==> src/rtl/prog_loader.sv <==
// prog_loader: boot-time program loader for the 16-bit multicycle core.
// Accepts a framed byte stream (LEN_HI, LEN_LO, 2*N data bytes, checksum),
// writes big-endian 16-bit words sequentially into instruction memory and
// holds the core in reset until the frame has arrived with a valid checksum.
// Optional idle timeout inside a frame: define PROG_LOADER_TIMEOUT_EN.
module prog_loader #(
    parameter int unsigned ADDR_W      = 8,
    parameter int unsigned START_ADDR  = 0,
    parameter int unsigned TIMEOUT_CYC = 1000
) (
    input  logic              clk,
    input  logic              rst,
    input  logic [7:0]        byte_in,
    input  logic              byte_valid,
    output logic              byte_ready,
    input  logic              restart,
    output logic              im_we,
    output logic [ADDR_W-1:0] im_addr,
    output logic [15:0]       im_wdata,
    output logic              core_rst,
    output logic              done,
    output logic              err
);

    typedef enum logic [2:0] {
        S_LEN_HI,
        S_LEN_LO,
        S_DATA_HI,
        S_DATA_LO,
        S_CHK,
        S_DONE,
        S_ERROR
    } state_t;

    // One past the last addressable word; frames ending beyond it are rejected.
    localparam logic [32:0]       CAPACITY = 33'(1) << ADDR_W;
    localparam logic [ADDR_W-1:0] START_A  = ADDR_W'(START_ADDR);

    state_t              state_q, state_d;
    logic [15:0]         len_q, len_d;
    logic [7:0]          hi_q, hi_d;
    logic [15:0]         cnt_q, cnt_d;
    logic [7:0]          sum_q, sum_d;
    logic                we_q, we_d;
    logic [ADDR_W-1:0]   addr_q, addr_d;
    logic [15:0]         wdata_q, wdata_d;

    logic                accept;
    logic [15:0]         len_in;
    logic [32:0]         frame_end;

`ifdef PROG_LOADER_TIMEOUT_EN
    localparam int unsigned IDLE_W = $clog2(TIMEOUT_CYC + 1);
    logic [IDLE_W-1:0]   idle_q, idle_d;
`endif

    assign byte_ready = !rst && (state_q inside {S_LEN_HI, S_LEN_LO, S_DATA_HI,
                                                 S_DATA_LO, S_CHK});
    assign accept     = byte_valid && byte_ready;
    assign len_in     = {len_q[15:8], byte_in};
    assign frame_end  = 33'(START_ADDR) + 33'(len_in);

    assign im_we    = we_q;
    assign im_addr  = addr_q;
    assign im_wdata = wdata_q;
    assign core_rst = (state_q != S_DONE);
    assign done     = (state_q == S_DONE);
    assign err      = (state_q == S_ERROR);

    // Next-state, datapath and write-strobe decode.
    always_comb begin
        state_d = state_q;
        len_d   = len_q;
        hi_d    = hi_q;
        cnt_d   = cnt_q;
        sum_d   = sum_q;
        we_d    = 1'b0;
        addr_d  = addr_q;
        wdata_d = wdata_q;

        if (accept) begin
            sum_d = sum_q + byte_in;
        end

        case (state_q)
            S_LEN_HI: begin
                if (accept) begin
                    len_d[15:8] = byte_in;
                    state_d     = S_LEN_LO;
                end
            end
            S_LEN_LO: begin
                if (accept) begin
                    len_d = len_in;
                    if (frame_end > CAPACITY) begin
                        state_d = S_ERROR;
                    end else if (len_in == 16'd0) begin
                        state_d = S_CHK;
                    end else begin
                        state_d = S_DATA_HI;
                    end
                end
            end
            S_DATA_HI: begin
                if (accept) begin
                    hi_d    = byte_in;
                    state_d = S_DATA_LO;
                end
            end
            S_DATA_LO: begin
                if (accept) begin
                    we_d    = 1'b1;
                    wdata_d = {hi_q, byte_in};
                    addr_d  = ADDR_W'(START_ADDR + 32'(cnt_q));
                    cnt_d   = cnt_q + 16'd1;
                    state_d = (cnt_q + 16'd1 == len_q) ? S_CHK : S_DATA_HI;
                end
            end
            S_CHK: begin
                if (accept) begin
                    state_d = (sum_d == 8'h00) ? S_DONE : S_ERROR;
                end
            end
            S_DONE, S_ERROR: begin
                if (restart) begin
                    state_d = S_LEN_HI;
                    cnt_d   = '0;
                    sum_d   = '0;
                    addr_d  = START_A;
                end
            end
            default: state_d = S_LEN_HI;
        endcase

`ifdef PROG_LOADER_TIMEOUT_EN
        // Counter is zero on state entry because it only advances while the
        // state is held without a transfer.
        idle_d = '0;
        if ((state_q inside {S_LEN_LO, S_DATA_HI, S_DATA_LO, S_CHK}) && !accept) begin
            if (idle_q == IDLE_W'(TIMEOUT_CYC - 1)) begin
                state_d = S_ERROR;
            end else begin
                idle_d = idle_q + IDLE_W'(1);
            end
        end
`endif
    end

    // State and datapath registers with synchronous reset.
    always_ff @(posedge clk) begin
        if (rst) begin
            state_q <= S_LEN_HI;
            len_q   <= '0;
            hi_q    <= '0;
            cnt_q   <= '0;
            sum_q   <= '0;
            we_q    <= 1'b0;
            addr_q  <= START_A;
            wdata_q <= '0;
        end else begin
            state_q <= state_d;
            len_q   <= len_d;
            hi_q    <= hi_d;
            cnt_q   <= cnt_d;
            sum_q   <= sum_d;
            we_q    <= we_d;
            addr_q  <= addr_d;
            wdata_q <= wdata_d;
        end
    end

`ifdef PROG_LOADER_TIMEOUT_EN
    // Idle-cycle counter for the in-frame timeout.
    always_ff @(posedge clk) begin
        if (rst) begin
            idle_q <= '0;
        end else begin
            idle_q <= idle_d;
        end
    end
`endif

endmodule

==> config.mk <==
export PLATFORM = sky130hd
export DESIGN_NAME = prog_loader
export DESIGN_NICKNAME = d
export VERILOG_FILES = /design/src/rtl/prog_loader.sv
export SDC_FILE = /design/constraint.sdc
export NUM_CORES = 1
export LEC_CHECK = 0
export CORE_AREA = 2 2 120 122
export CTS_BUF_LIST = sky130_fd_sc_hd__clkbuf_8
export DETAILED_ROUTE_END_ITERATION = 16
export DIE_AREA = 0 0 122 124
export GPL_TIMING_DRIVEN = 0
export PLACE_DENSITY = 0.58
export SLEW_MARGIN = 20
export SYNTH_ARGS = -nofsm -noshare
export SYNTH_HDL_FRONTEND = slang
export SYNTH_SLANG_ARGS = --single-unit
==> constraint.sdc <==
create_clock -name clk -period 3.2 [get_ports clk]
set_clock_uncertainty 0.15 [all_clocks]
set_input_delay 0.48 -clock clk [delete_from_list [all_inputs] [get_ports clk]]
set_output_delay 0.48 -clock clk [all_outputs]
set_load 0.01 [all_outputs]
### Word-level counts from Yosys, hierarchy flattened

Index checks and enable logic that the tools add are counted.

| storage, ports and cells | value |
|---|---|
| register bits after elaboration | 76 |
| word-level logic and storage cells | 67 |
| output and inout bits | 29 |
| bits of input ports | 12 |

| operators by class | value |
|---|---|
| mux-type cells | 23 |
| reduce and logical (&&, ||, !) cells | 16 |
| add/sub/neg operators | 2 |
| order comparisons | 1 |
| equality and inequality tests | 14 |
| bitwise logic cells | 2 |

Operator list:

| operator | count |
|---|---|
| 8-bit two-way mux | 6 |
| 16-bit two-way mux | 2 |
| 16-bit one-hot mux with 2 select lines | 1 |
| 8-bit one-hot mux with 2 select lines | 2 |
| 3-bit two-way mux | 9 |
| 3-bit one-hot mux with 6 select lines | 1 |
| 16-bit by 1-bit adder with 16-bit output, second input constant | 1 |
| 16-bit == test | 1 |
| 16-bit by 9-bit > comparator with 1-bit output, second input constant | 1 |
| 16-bit zero test | 1 |
| 2-bit inequality test, second input constant | 6 |
| 3-bit == test, second input constant | 3 |
| 8-bit adder | 1 |
| 8-bit zero test | 1 |
| 3-bit by 2-bit == test with 1-bit output, second input constant | 2 |
| 2-bit AND reduction | 3 |
| 3-bit AND reduction | 2 |
| 6-bit AND reduction | 1 |
| 5-bit nonzero test | 1 |
| 2-bit OR reduction | 2 |
| 3-bit by 1-bit == test with 1-bit output, second input constant | 1 |
| 3-bit zero test | 1 |
| 3-bit inequality test, second input constant | 1 |
| 1-bit logical AND | 2 |
| 5 further kinds | 6 |

### Depth between registers and ports, before layout

Gate-level depths: netlist of run 1.

| logic depth | value |
|---|---|
| word-level depth | 9 |
| mapped depth | 11 |
| depth with buffers taken out | 10 |

### Worst setup path before layout of run 1

No wires, ideal clock.

| timing | value |
|---|---|
| path kind | input -> register |
| from | in byte_in[1] |
| to | reg state_q[1] |
| data required time | 2.930 ns |
| library setup time | 0.120 ns |
| buffers on the path | 0 |
| slack | 0.734 ns |
| stages | 8 |
| arrival time | 2.196 ns |
| cells stage by stage | ha_1 a211oi_1 o21bai_1 a31o_2 a21o_1 a211oi_1 a41oi_1 a211o_1 |

| between the ends | value |
|---|---|
| cells in the longest elaborated chain, start to end | 6 |
| elaborated cells on any way between the ends | 11 |
| those cells by class | add/sub: 1; order compare: 1; mux: 7; reduce/logical: 2 |

Ends and longest elaborated chain:

| what | line | RTL |
|---|---|---|
| from (decl) | 13 | `input logic [7:0] byte_in,` |
| 8-bit adder | 82 | `sum_d = sum_q + byte_in;` |
| 8-bit two-way mux | 81 | `if (accept) begin` |
| 8-bit zero test | 121 | `state_d = (sum_d == 8'h00) ? S_DONE : S_ERROR;` |
| 2-bit two-way mux | 121 |  |
| 3-bit two-way mux | 120 | `if (accept) begin` |
| 3-bit one-hot mux with 6 select lines * | 85 | `case (state_q)` |
| to (signal assigned) | 161 | `state_q <= state_d;` |
| to (decl) | 39 | `state_t state_q, state_d;` |

Mark *: on every way between the ends. The rest lies on a longest branch, timed or not. The select of a mux whose other input is x is not followed.
A chain may end at the register's enable or synchronous reset.

### Worst setup path in the final report of run 1

| timing | value |
|---|---|
| from | in byte_in[0] |
| to | reg state_q[1] |

The elaborated chain is that of the path after synthesis.

==> impl_metrics.env, run 1 <==
export IMPL_postCtsSetupBuffers=0
export IMPL_cp_max_fo=6
export IMPL_slowest_stage="clkdlybuf4s50_1"
export IMPL_setup_viol_count_final=0
export IMPL_fin_ws_ns=0.213
export IMPL_internal_power_mw=1.45
export IMPL_synth_cell_types=68
export IMPL_cts_made_buffers=9
export IMPL_comb_power_share_pct=13.9
export IMPL_p_clk_share_pct=37.2
export IMPL_grt_pass1_wl_um=17800
export IMPL_worst_pin_slew_ns=0.719
export IMPL_post_route_util_pct=35.8
export IMPL_antenna_found_initial=0
export IMPL_routedWlPerCell_um=15.0
export IMPL_die_area_um2=15100
export IMPL_layout_common_cells="76 x dfxtp_1, 61 x nor2_1, 56 x a21oi_1, 51 x nand2_1, 39 x clkdlybuf4s50_1"
export IMPL_hold_viol=0
export IMPL_cp_num_buf_inv=2
export IMPL_diodes=0
export IMPL_gp_congestion=0.894
export IMPL_via_count=3716
export IMPL_rsz0062_at_grt="false"
export IMPL_drt_first_pass_iters=5
export IMPL_min_period_ns=2.99
export IMPL_yosysWarnings=0
export IMPL_io_pin_count=41
export IMPL_p_switching_mw=0.578
export IMPL_htree_num_levels=3
export IMPL_gr_total_overflow=0
export IMPL_power_density_nw_per_um2=414
export IMPL_yosys_register_bits=76
export IMPL_core_area_um2=13700
export IMPL_cp_required_ns=3.30
export IMPL_post_cts_resized=0
export IMPL_cts_hold_repair_buffers=0
export IMPL_cts_tree="built"
export IMPL_path_class="in -> reg"
export IMPL_synthAdderAreaFrac_pct=2.93
export IMPL_root_buffer="clkbuf_8"
export IMPL_avgSynthCellArea_um2=8.31
export IMPL_synth_edf_count=0
export IMPL_swShare_pct=28.5
export IMPL_run_status="completed"
export IMPL_start_kind="primary input"
export IMPL_met1_usage_pct=18.9
export IMPL_top_usage_layer="met2"
export IMPL_grt_max_degree=15
export IMPL_area_growth_pct=19.9
export IMPL_drt_vias_per_instance=5.10
export IMPL_post_place_ws_ns=-0.155
export IMPL_syn_nets=514
export IMPL_wirelength_um=10900
export IMPL_grt_pass1_vias=3501
export IMPL_fin_nets=564
export IMPL_synth_seq_area_share_pct=37.2
export IMPL_grtUsageMet2_pct=25.3
export IMPL_drv_slew=0
export IMPL_arrival_ns=3.09
export IMPL_synth_xor_area_share_pct=5.35
export IMPL_first_iter_violations=190
export IMPL_grt_met3_usage_pct=4.17
export IMPL_finalCritPeriodShare_pct=93.3
export IMPL_clock_fmax_mhz=335
export IMPL_final_common_cell="dfxtp_1"
export IMPL_ys_flop_type="dfxtp_1"
export IMPL_num_rows=43
export IMPL_groute_usage_overall_pct=15.1
export IMPL_hpwl_um=8040
export IMPL_drt_antenna_violating_nets=0
export IMPL_cp_end_kind="flop"
export IMPL_die_y_um=124
export IMPL_syn_area_um2=4100
export IMPL_path_cells="clkdlybuf4s50_1 > ha_1 > inv_1 > fa_1 > nor2b_1 > o31a_1 > o21a_1 > o21a_1 > o31a_1 > a41oi_1 > a211o_1"
export IMPL_remaining_drc_errors=0
export IMPL_critPathTopFamily="compound AO/OA/AOI/OAI gates"
export IMPL_synthArstFlopShare_pct=0
export IMPL_initial_utilization_pct=29.8
export IMPL_fin_cells=728
export IMPL_yosys_area_share_simple_pct=27.6
export IMPL_die_w_um=122
export IMPL_clockBufferDepth=2
export IMPL_power_mw=2.03
export IMPL_synth_mux_area_fraction_pct=6.11
export IMPL_seqPwrFrac_pct=48.9
export IMPL_ir_worst_vdd_v=0.000194
export IMPL_syn_inst=493
export IMPL_cap_violations=0
export IMPL_synth_compound_area_share_pct=15.7
export IMPL_leakage_nw=1.84
export IMPL_clk_pin_slew_ns=0.09
export IMPL_io_buffers=39
export IMPL_dp_cells=712
export IMPL_relSlewSlack_pct=51.7
export IMPL_synth_top_family_by_area="simple AND/OR/NAND/NOR gates"
export IMPL_cpPeakStageDelay_ns=0.65
export IMPL_cts_sinks=76
export IMPL_clk_latency_ns=0.36
export IMPL_hold_class="reg -> reg"
export IMPL_drive_gt1_share_pct=8.94
export IMPL_timing_setup_tns_ns=0
[layout make-up]
| type | instances | area [um^2] |
|---|---|---|
| Fill cell | 1439 | 8810 |
| Clock buffer | 9 | 124 |
| Timing Repair Buffer | 39 | 390 |
| Multi-Input combinational cell | 371 | 2360 |
| Tap cell | 180 | 225 |
| Sequential cell | 76 | 1520 |
| Inverter | 10 | 37.5 |
| Clock inverter | 7 | 75.1 |
| Buffer | 36 | 173 |
[routing by layer]
layer	vias to the layer above	part of all wire (%)
li1	1838	-
met1	1746	45
met2	115	47
met3	17	5.9
met4	0	1.6
met5	-	0
[flip-flops by register name, summed over array words and instances (netlist names)]
signal / count
len_q: 16
state_q: 3
sum_q: 8
im_addr: 8
cnt_q: 16
hi_q: 8
im_wdata: 16
im_we: 1
[worst register-to-register path, delay by kind of cell (launching register included)]
kind	cells	cell delay, ns
and+or+nand+nor	3	0.67
DFF	1	0.31
buffers and inverters	3	1.04
AOI/OAI and AO/OA	3	0.50
[power groups by stage]
stage / clock (mW) / combinational [mW] / sequential, mW
CTS: 0.784 / 0.281 / 0.993
detailed placement: 0 / 0.280 / 1.01
finish: 0.756 / 0.282 / 0.993
floorplan: 0 / 0.198 / 1.01
global route: 0.822 / 0.310 / 0.997
global placement: 0 / 0.273 / 1.01
[logic make-up after synthesis]
| group | after synthesis |
|---|---|
| xor+xnor | 25 |
| compound gates | 106 |
| flops | 76 |
| simple gates | 206 |
| fa+ha+maj | 9 |
| buf+inv | 46 |
| mux | 25 |
[cell usage after synthesis, drive strengths merged (2+ instances only)]
| master | instances | area (um^2) |
|---|---|---|
| clkbuf | 20 | 75.1 |
| nand3 | 22 | 115 |
| nor4 | 13 | 148 |
| nor2b | 4 | 25.0 |
| inv | 10 | 37.5 |
| nor2 | 61 | 229 |
| a211oi | 7 | 62.6 |
| nand2b | 4 | 25.0 |
| o21ai | 16 | 80.1 |
| a21oi | 56 | 280 |
| o31a | 2 | 17.5 |
| a21o | 5 | 37.5 |
| o21a | 3 | 22.5 |
| nor3b | 4 | 30.0 |
| nand3b | 9 | 67.6 |
| nand4b | 4 | 35.0 |
| or3 | 3 | 20.0 |
| or4 | 3 | 22.5 |
| dfxtp | 76 | 1520 |
| buf | 16 | 97.6 |
| xnor2 | 18 | 158 |
| ha | 8 | 100 |
| nor3 | 8 | 45.0 |
| a21boi | 2 | 15.0 |
| and3 | 4 | 31.3 |
| mux2i | 25 | 250 |
| nand2 | 52 | 198 |
| and2 | 4 | 25.0 |
| a41oi | 2 | 17.5 |
| nand4 | 4 | 52.6 |
| xor2 | 7 | 61.3 |
[metrics by stage]
stage                     hold WS (ns)  cell area [um^2]
after floorplan                  0.282              4100
after global placement           0.295              4710
after detailed placement         0.298              4710
after CTS                        0.311              4910
after global routing             0.332              4910
final                            0.310              4910
[final timing paths]
path                            from                         to  slack [ns]  cells after the start
min             hi_q[6]$_SDFFE_PP0P_  im_wdata[14]$_SDFFE_PP0P_        0.31                      2
min reg2reg     hi_q[6]$_SDFFE_PP0P_  im_wdata[14]$_SDFFE_PP0P_        0.31                      2
max reg2reg  state_q[1]$_SDFFE_PP0P_      cnt_q[8]$_SDFFE_PP0P_        0.46                      9
max                       byte_in[0]    state_q[1]$_SDFFE_PP0P_        0.21                     11
(Power assumes the default switching activity.)
==> run 2, diff against run 1 <==
--- a/config.mk
+++ b/config.mk
@@ -5,12 +5,12 @@
 export SDC_FILE = /design/constraint.sdc
 export NUM_CORES = 1
 export LEC_CHECK = 0
-export CORE_AREA = 2 2 120 122
+export CORE_AREA = 2 2 112 114
 export CTS_BUF_LIST = sky130_fd_sc_hd__clkbuf_8
 export DETAILED_ROUTE_END_ITERATION = 16
-export DIE_AREA = 0 0 122 124
+export DIE_AREA = 0 0 114 116
 export GPL_TIMING_DRIVEN = 0
-export PLACE_DENSITY = 0.58
+export PLACE_DENSITY = 0.63
 export SLEW_MARGIN = 20
 export SYNTH_ARGS = -nofsm -noshare
 export SYNTH_HDL_FRONTEND = slang
==> run 2 against run 1 <==
  * Total power rose by 1.2%
  * Design area fell by 0.69%
  * Flip-flop and latch count did not move
  * Sequential share of layout area rose by 0.21 points
  * Die area fell by 13%
  * Worst setup slack improved by 0.021 ns
  * Sequential power barely moved
  * Clock power rose by 3.4%
  * Non-clock buffer count did not move
  * Fmax rose by 0.71%
  * Global-route usage rose by 1.9 points
  * Highest routed layer unchanged
==> impl_metrics.env, run 2 (synthesis results as in run 1) <==
export IMPL_fin_cells=695
export IMPL_hold_viol=0
export IMPL_die_y_um=116
export IMPL_finalCritPeriodShare_pct=92.7
export IMPL_cp_num_buf_inv=1
export IMPL_whs_ns=0.306
export IMPL_die_w_um=114
export IMPL_path_class="in -> reg"
export IMPL_min_path_cells=2
export IMPL_postCtsSetupBuffers=0
export IMPL_clk_pin_slew_ns=0.09
export IMPL_drt_vias_per_instance=5.35
export IMPL_reg2reg_to="state_q[1]$_SDFFE_PP0P_"
export IMPL_ir_worst_vdd_v=0.000283
export IMPL_diodes=0
export IMPL_drt_first_pass_iters=5
export IMPL_clk_latency_ns=0.36
export IMPL_rrSetupSlack_ns=0.39
export IMPL_multi_input_area_um2=2360
export IMPL_power_mw=2.05
export IMPL_setup_viol_count_final=0
export IMPL_post_route_util_pct=40.9
export IMPL_core_area_um2=11900
export IMPL_register_area_um2=1520
export IMPL_antenna_found_initial=0
export IMPL_hpwl_um=8010
export IMPL_cp_common_cell="a211oi_1"
export IMPL_hp_start="im_wdata[14]$_SDFFE_PP0P_"
export IMPL_area_growth_pct=19.1
export IMPL_timing_setup_tns_ns=0
export IMPL_run_status="completed"
export IMPL_worst_pin_slew_ns=0.702
export IMPL_cp_depth=9
export IMPL_die_area_um2=13200
export IMPL_cp_end_kind="flop"
export IMPL_drt_antenna_violating_nets=0
export IMPL_wirelength_um=10900
export IMPL_via_count=3718
export IMPL_drv_slew=0
export IMPL_cts_tree="built"
export IMPL_path_cells="clkdlybuf4s50_1 > ha_1 > a211oi_1 > o21bai_1 > a31o_2 > a21o_1 > a211oi_1 > a41oi_1 > a211o_1"
export IMPL_cpPeakStageDelay_ns=0.50
export IMPL_htree_num_levels=3
export IMPL_io_pin_count=41
export IMPL_gr_total_overflow=0
export IMPL_routedWlPerCell_um=15.7
export IMPL_cap_violations=0
export IMPL_layout_common_cells="76 x dfxtp_1, 61 x nor2_1, 56 x a21oi_1, 51 x nand2_1, 39 x clkdlybuf4s50_1"
export IMPL_remaining_drc_errors=0
export IMPL_power_density_nw_per_um2=421
export IMPL_hold_class="reg -> reg"
export IMPL_root_buffer="clkbuf_8"
export IMPL_critPathTopFamily="compound AO/OA/AOI/OAI gates"
export IMPL_clock_fmax_mhz=337
export IMPL_cts_hold_repair_buffers=0
export IMPL_r2r_cells=9
export IMPL_cp_max_fo=5
export IMPL_rsz0062_at_grt="false"
export IMPL_grt_max_degree=16
export IMPL_dp_cells=679
export IMPL_leakage_nw=1.84
export IMPL_gp_congestion=0.895
export IMPL_fin_nets=564
export IMPL_grt_pass1_wl_um=17700
export IMPL_grt_pass1_vias=3541
export IMPL_n_fill_cell=1233
export IMPL_initial_utilization_pct=34.4
export IMPL_hold_end="im_wdata[14]$_SDFFE_PP0P_"
export IMPL_num_rows=40
export IMPL_cts_made_buffers=9
export IMPL_final_common_cell="dfxtp_1"
export IMPL_slowest_stage="clkdlybuf4s50_1"
export IMPL_post_cts_resized=0
export IMPL_min_period_ns=2.97
export IMPL_arrival_ns=3.07
export IMPL_groute_usage_overall_pct=17.0
export IMPL_drive_gt1_share_pct=9.12
export IMPL_first_iter_violations=153
export IMPL_r2r_start="cnt_q[1]$_SDFFE_PP0P_"
export IMPL_start_kind="primary input"
export IMPL_clockBufferDepth=2
export IMPL_relSlewSlack_pct=52.8
export IMPL_io_buffers=39
export IMPL_cp_required_ns=3.31
export IMPL_cts_sinks=76
## run 2: layer usage
layer,part of all wire [%],up-vias,track usage (%)
met5,0,-,0
met4,1.1,0,5.20
met3,4.9,14,4.03
met2,48,78,29.3
met1,46,1780,21.2
li1,-,1846,-
## run 2: worst max-delay path by stage
stage | startpoint | endpoint | slack (ns)
final | byte_in[1] | state_q[1]$_SDFFE_PP0P_ | 0.23
after global routing | byte_in[0] | state_q[1]$_SDFFE_PP0P_ | 0.11
after CTS | byte_in[0] | state_q[1]$_SDFFE_PP0P_ | 0.27
after detailed placement | byte_in[0] | state_q[1]$_SDFFE_PP0P_ | -0.11
after global placement | byte_in[1] | state_q[1]$_SDFFE_PP0P_ | -0.07
after floorplan | byte_in[1] | state_q[1]$_SDFFE_PP0P_ | 0.73
## run 2: tightest hold or removal path, stage by stage, from the launching register on
cell and delay [ns]:
dfxtp_1 0.31, nand2_1 0.05, a21oi_1 0.05
## run 2: metrics by stage
step           setup WS, ns  instance area [um^2]
3_5_place_dp         -0.112                  4670
5_1_grt               0.108                  4880
3_3_place_gp        -0.0726                  4670
2_1_floorplan         0.734                  4100
4_1_cts               0.267                  4880
6_report              0.234                  4880
## run 2: final cells by class
| type | count | share of cell area (%) |
|---|---|---|
| multi-input cells | 371 | 48.5 |
| repair buffers | 39 | 8.01 |
| well taps | 147 | 3.77 |
| plain buffers | 36 | 3.54 |
| flip-flops and latches | 76 | 31.2 |
| inverters | 10 | 0.770 |
| clock inverters | 7 | 1.69 |
| clock buffers | 9 | 2.54 |
## run 2: where the power goes
| part | switching [mW] | internal, mW | total [mW] |
|---|---|---|---|
| combinational | 0.162 | 0.117 | 0.279 |
| sequential | 0.0229 | 0.971 | 0.994 |
| clock | 0.410 | 0.372 | 0.782 |
| total | 0.594 | 1.46 | 2.05 |
==> run 3, diff against run 2 <==
--- a/config.mk
+++ b/config.mk
@@ -9,9 +9,9 @@
 export CTS_BUF_LIST = sky130_fd_sc_hd__clkbuf_8
 export DETAILED_ROUTE_END_ITERATION = 16
 export DIE_AREA = 0 0 114 116
-export GPL_TIMING_DRIVEN = 0
+export GPL_TIMING_DRIVEN = 1
 export PLACE_DENSITY = 0.63
-export SLEW_MARGIN = 20
+export SLEW_MARGIN = 10
 export SYNTH_ARGS = -nofsm -noshare
 export SYNTH_HDL_FRONTEND = slang
 export SYNTH_SLANG_ARGS = --single-unit
==> run 3 against run 2 <==
  * Core utilization is 0.59 points lower
  * Clock-buffer cell count stayed put
  * Flip-flop and latch count stayed put
  * Critical path depth stayed put
  * Fmax is 4.3% higher
  * Routed wire length is 9.9% lower
  * Register-to-register slack hardly changed
  * Worst setup slack better by 0.12 ns
  * Hold slack better by 0.00073 ns
  * Highest routed layer unchanged
==> impl_metrics.env, run 3 (synthesis results as in run 1) <==
export IMPL_setup_viol_count_final=0
export IMPL_diodes=0
export IMPL_cts_tree="built"
export IMPL_internal_power_mw=1.39
export IMPL_arrival_ns=2.94
export IMPL_relSlewSlack_pct=53.0
export IMPL_die_area_um2=13200
export IMPL_clock_fmax_mhz=352
export IMPL_hold_viol=0
export IMPL_layout_common_cells="76 x dfxtp_1, 61 x nor2_1, 56 x a21oi_1, 51 x nand2_1, 39 x clkdlybuf4s50_1"
export IMPL_cp_max_fo=3
export IMPL_area_growth_pct=17.4
export IMPL_via_count=3621
export IMPL_root_buffer="clkbuf_8"
export IMPL_cts_hold_repair_buffers=0
export IMPL_cp_required_ns=3.30
export IMPL_run_status="completed"
export IMPL_core_area_um2=11900
export IMPL_seqPwrFrac_pct=51.1
export IMPL_groute_usage_overall_pct=15.4
export IMPL_clk_latency_ns=0.35
export IMPL_start_kind="primary input"
export IMPL_finalCritPeriodShare_pct=88.8
export IMPL_clockBufferDepth=2
export IMPL_hpwl_um=7060
export IMPL_path_class="in -> reg"
export IMPL_num_rows=40
export IMPL_grt_pass1_wl_um=16500
export IMPL_drive_gt1_share_pct=9.83
export IMPL_drt_vias_per_instance=5.36
export IMPL_grt_max_degree=70
export IMPL_rsz0062_at_grt="false"
export IMPL_first_iter_violations=229
export IMPL_min_period_ns=2.84
export IMPL_gp_congestion=0.936
export IMPL_die_y_um=116
export IMPL_remaining_drc_errors=0
export IMPL_cap_violations=0
export IMPL_p_clk_share_pct=35.4
export IMPL_postCtsSetupBuffers=0
export IMPL_ir_worst_vdd_v=0.000241
export IMPL_n_fill_cell=1177
export IMPL_post_place_ws_ns=0.0474
export IMPL_die_w_um=114
export IMPL_leakage_nw=1.83
export IMPL_final_common_cell="dfxtp_1"
export IMPL_swShare_pct=29.4
export IMPL_cts_sinks=76
export IMPL_timing_setup_tns_ns=0
export IMPL_worst_pin_slew_ns=0.700
export IMPL_p_switching_mw=0.577
export IMPL_routedWlPerCell_um=14.5
export IMPL_fin_nets=545
export IMPL_hold_class="reg -> reg"
export IMPL_comb_power_share_pct=13.5
export IMPL_drv_slew=0
export IMPL_grt_pass1_vias=3459
export IMPL_initial_utilization_pct=34.4
export IMPL_post_cts_resized=0
export IMPL_drt_first_pass_iters=4
export IMPL_drt_antenna_violating_nets=0
export IMPL_htree_num_levels=3
export IMPL_antenna_found_initial=0
export IMPL_gr_total_overflow=0
export IMPL_io_buffers=40
export IMPL_fin_ws_ns=0.357
export IMPL_wirelength_um=9830
export IMPL_clk_pin_slew_ns=0.09
export IMPL_cts_made_buffers=9
export IMPL_cp_end_kind="flop"
export IMPL_io_pin_count=41
export IMPL_power_density_nw_per_um2=408
==> run 3: metrics by stage <==
stage / area [um^2] / util, % / hold WS (ns) / std cells / total power, mW
final: 4810 / 40.3 / 0.306 / 676 / 1.96
after global placement: 4620 / 38.8 / 0.289 / 660 / 1.28
after detailed placement: 4620 / 38.8 / 0.299 / 660 / 1.29
after floorplan: 4100 / - / 0.282 / 493 / 1.21
after CTS: 4810 / 40.3 / 0.309 / 676 / 1.98
after global routing: 4810 / 40.3 / 0.330 / 676 / 2.05
==> run 3: metal layers <==
| layer | track usage [%] | vias up | part of all wire, % |
|---|---|---|---|
| li1 | - | 1801 | - |
| met1 | 20.3 | 1722 | 46 |
| met2 | 25.2 | 82 | 47 |
| met3 | 3.14 | 16 | 4.0 |
| met4 | 5.12 | 0 | 2.2 |
| met5 | 0 | - | 0 |
==> run 3: critical path, cell delays in order <==
cell and delay (ns):
clkdlybuf4s50_1 0.46, ha_1 0.34, a211oi_1 0.24, o21bai_1 0.16, a31o_2 0.30, a21o_1 0.18, a211oi_1 0.29, a41oi_1 0.20
a211o_1 0.29
==> run 3: path summary, 6_finish.rpt <==
kind | end | cells after the start | start | slack [ns]
max | state_q[1]$_SDFFE_PP0P_ | 9 | byte_in[1] | 0.36
min | im_wdata[15]$_SDFFE_PP0P_ | 2 | hi_q[7]$_SDFFE_PP0P_ | 0.31
max reg2reg | state_q[1]$_SDFFE_PP0P_ | 8 | cnt_q[1]$_SDFFE_PP0P_ | 0.40
min reg2reg | im_wdata[15]$_SDFFE_PP0P_ | 2 | hi_q[7]$_SDFFE_PP0P_ | 0.31
==> run 3: area by class of cell <==
class                      count  area, um^2  share of cell area, %
inverter                      10        37.5                  0.781
sequential                    76        1520                   31.7
tap                          147         184                   3.83
timing repair buffer          56         515                   10.7
clock inverter                 7        60.1                   1.25
clock buffer                   9         124                   2.58
multi-input combinational    371        2360                   49.2
==> run 3: power by group through the flow <==
stage	clock, mW	sequential (mW)	combinational, mW
floorplan	0	1.01	0.198
global placement	0	1.02	0.255
detailed placement	0	1.02	0.263
CTS	0.714	1.00	0.264
global route	0.754	1.01	0.291
finish	0.695	1.00	0.264
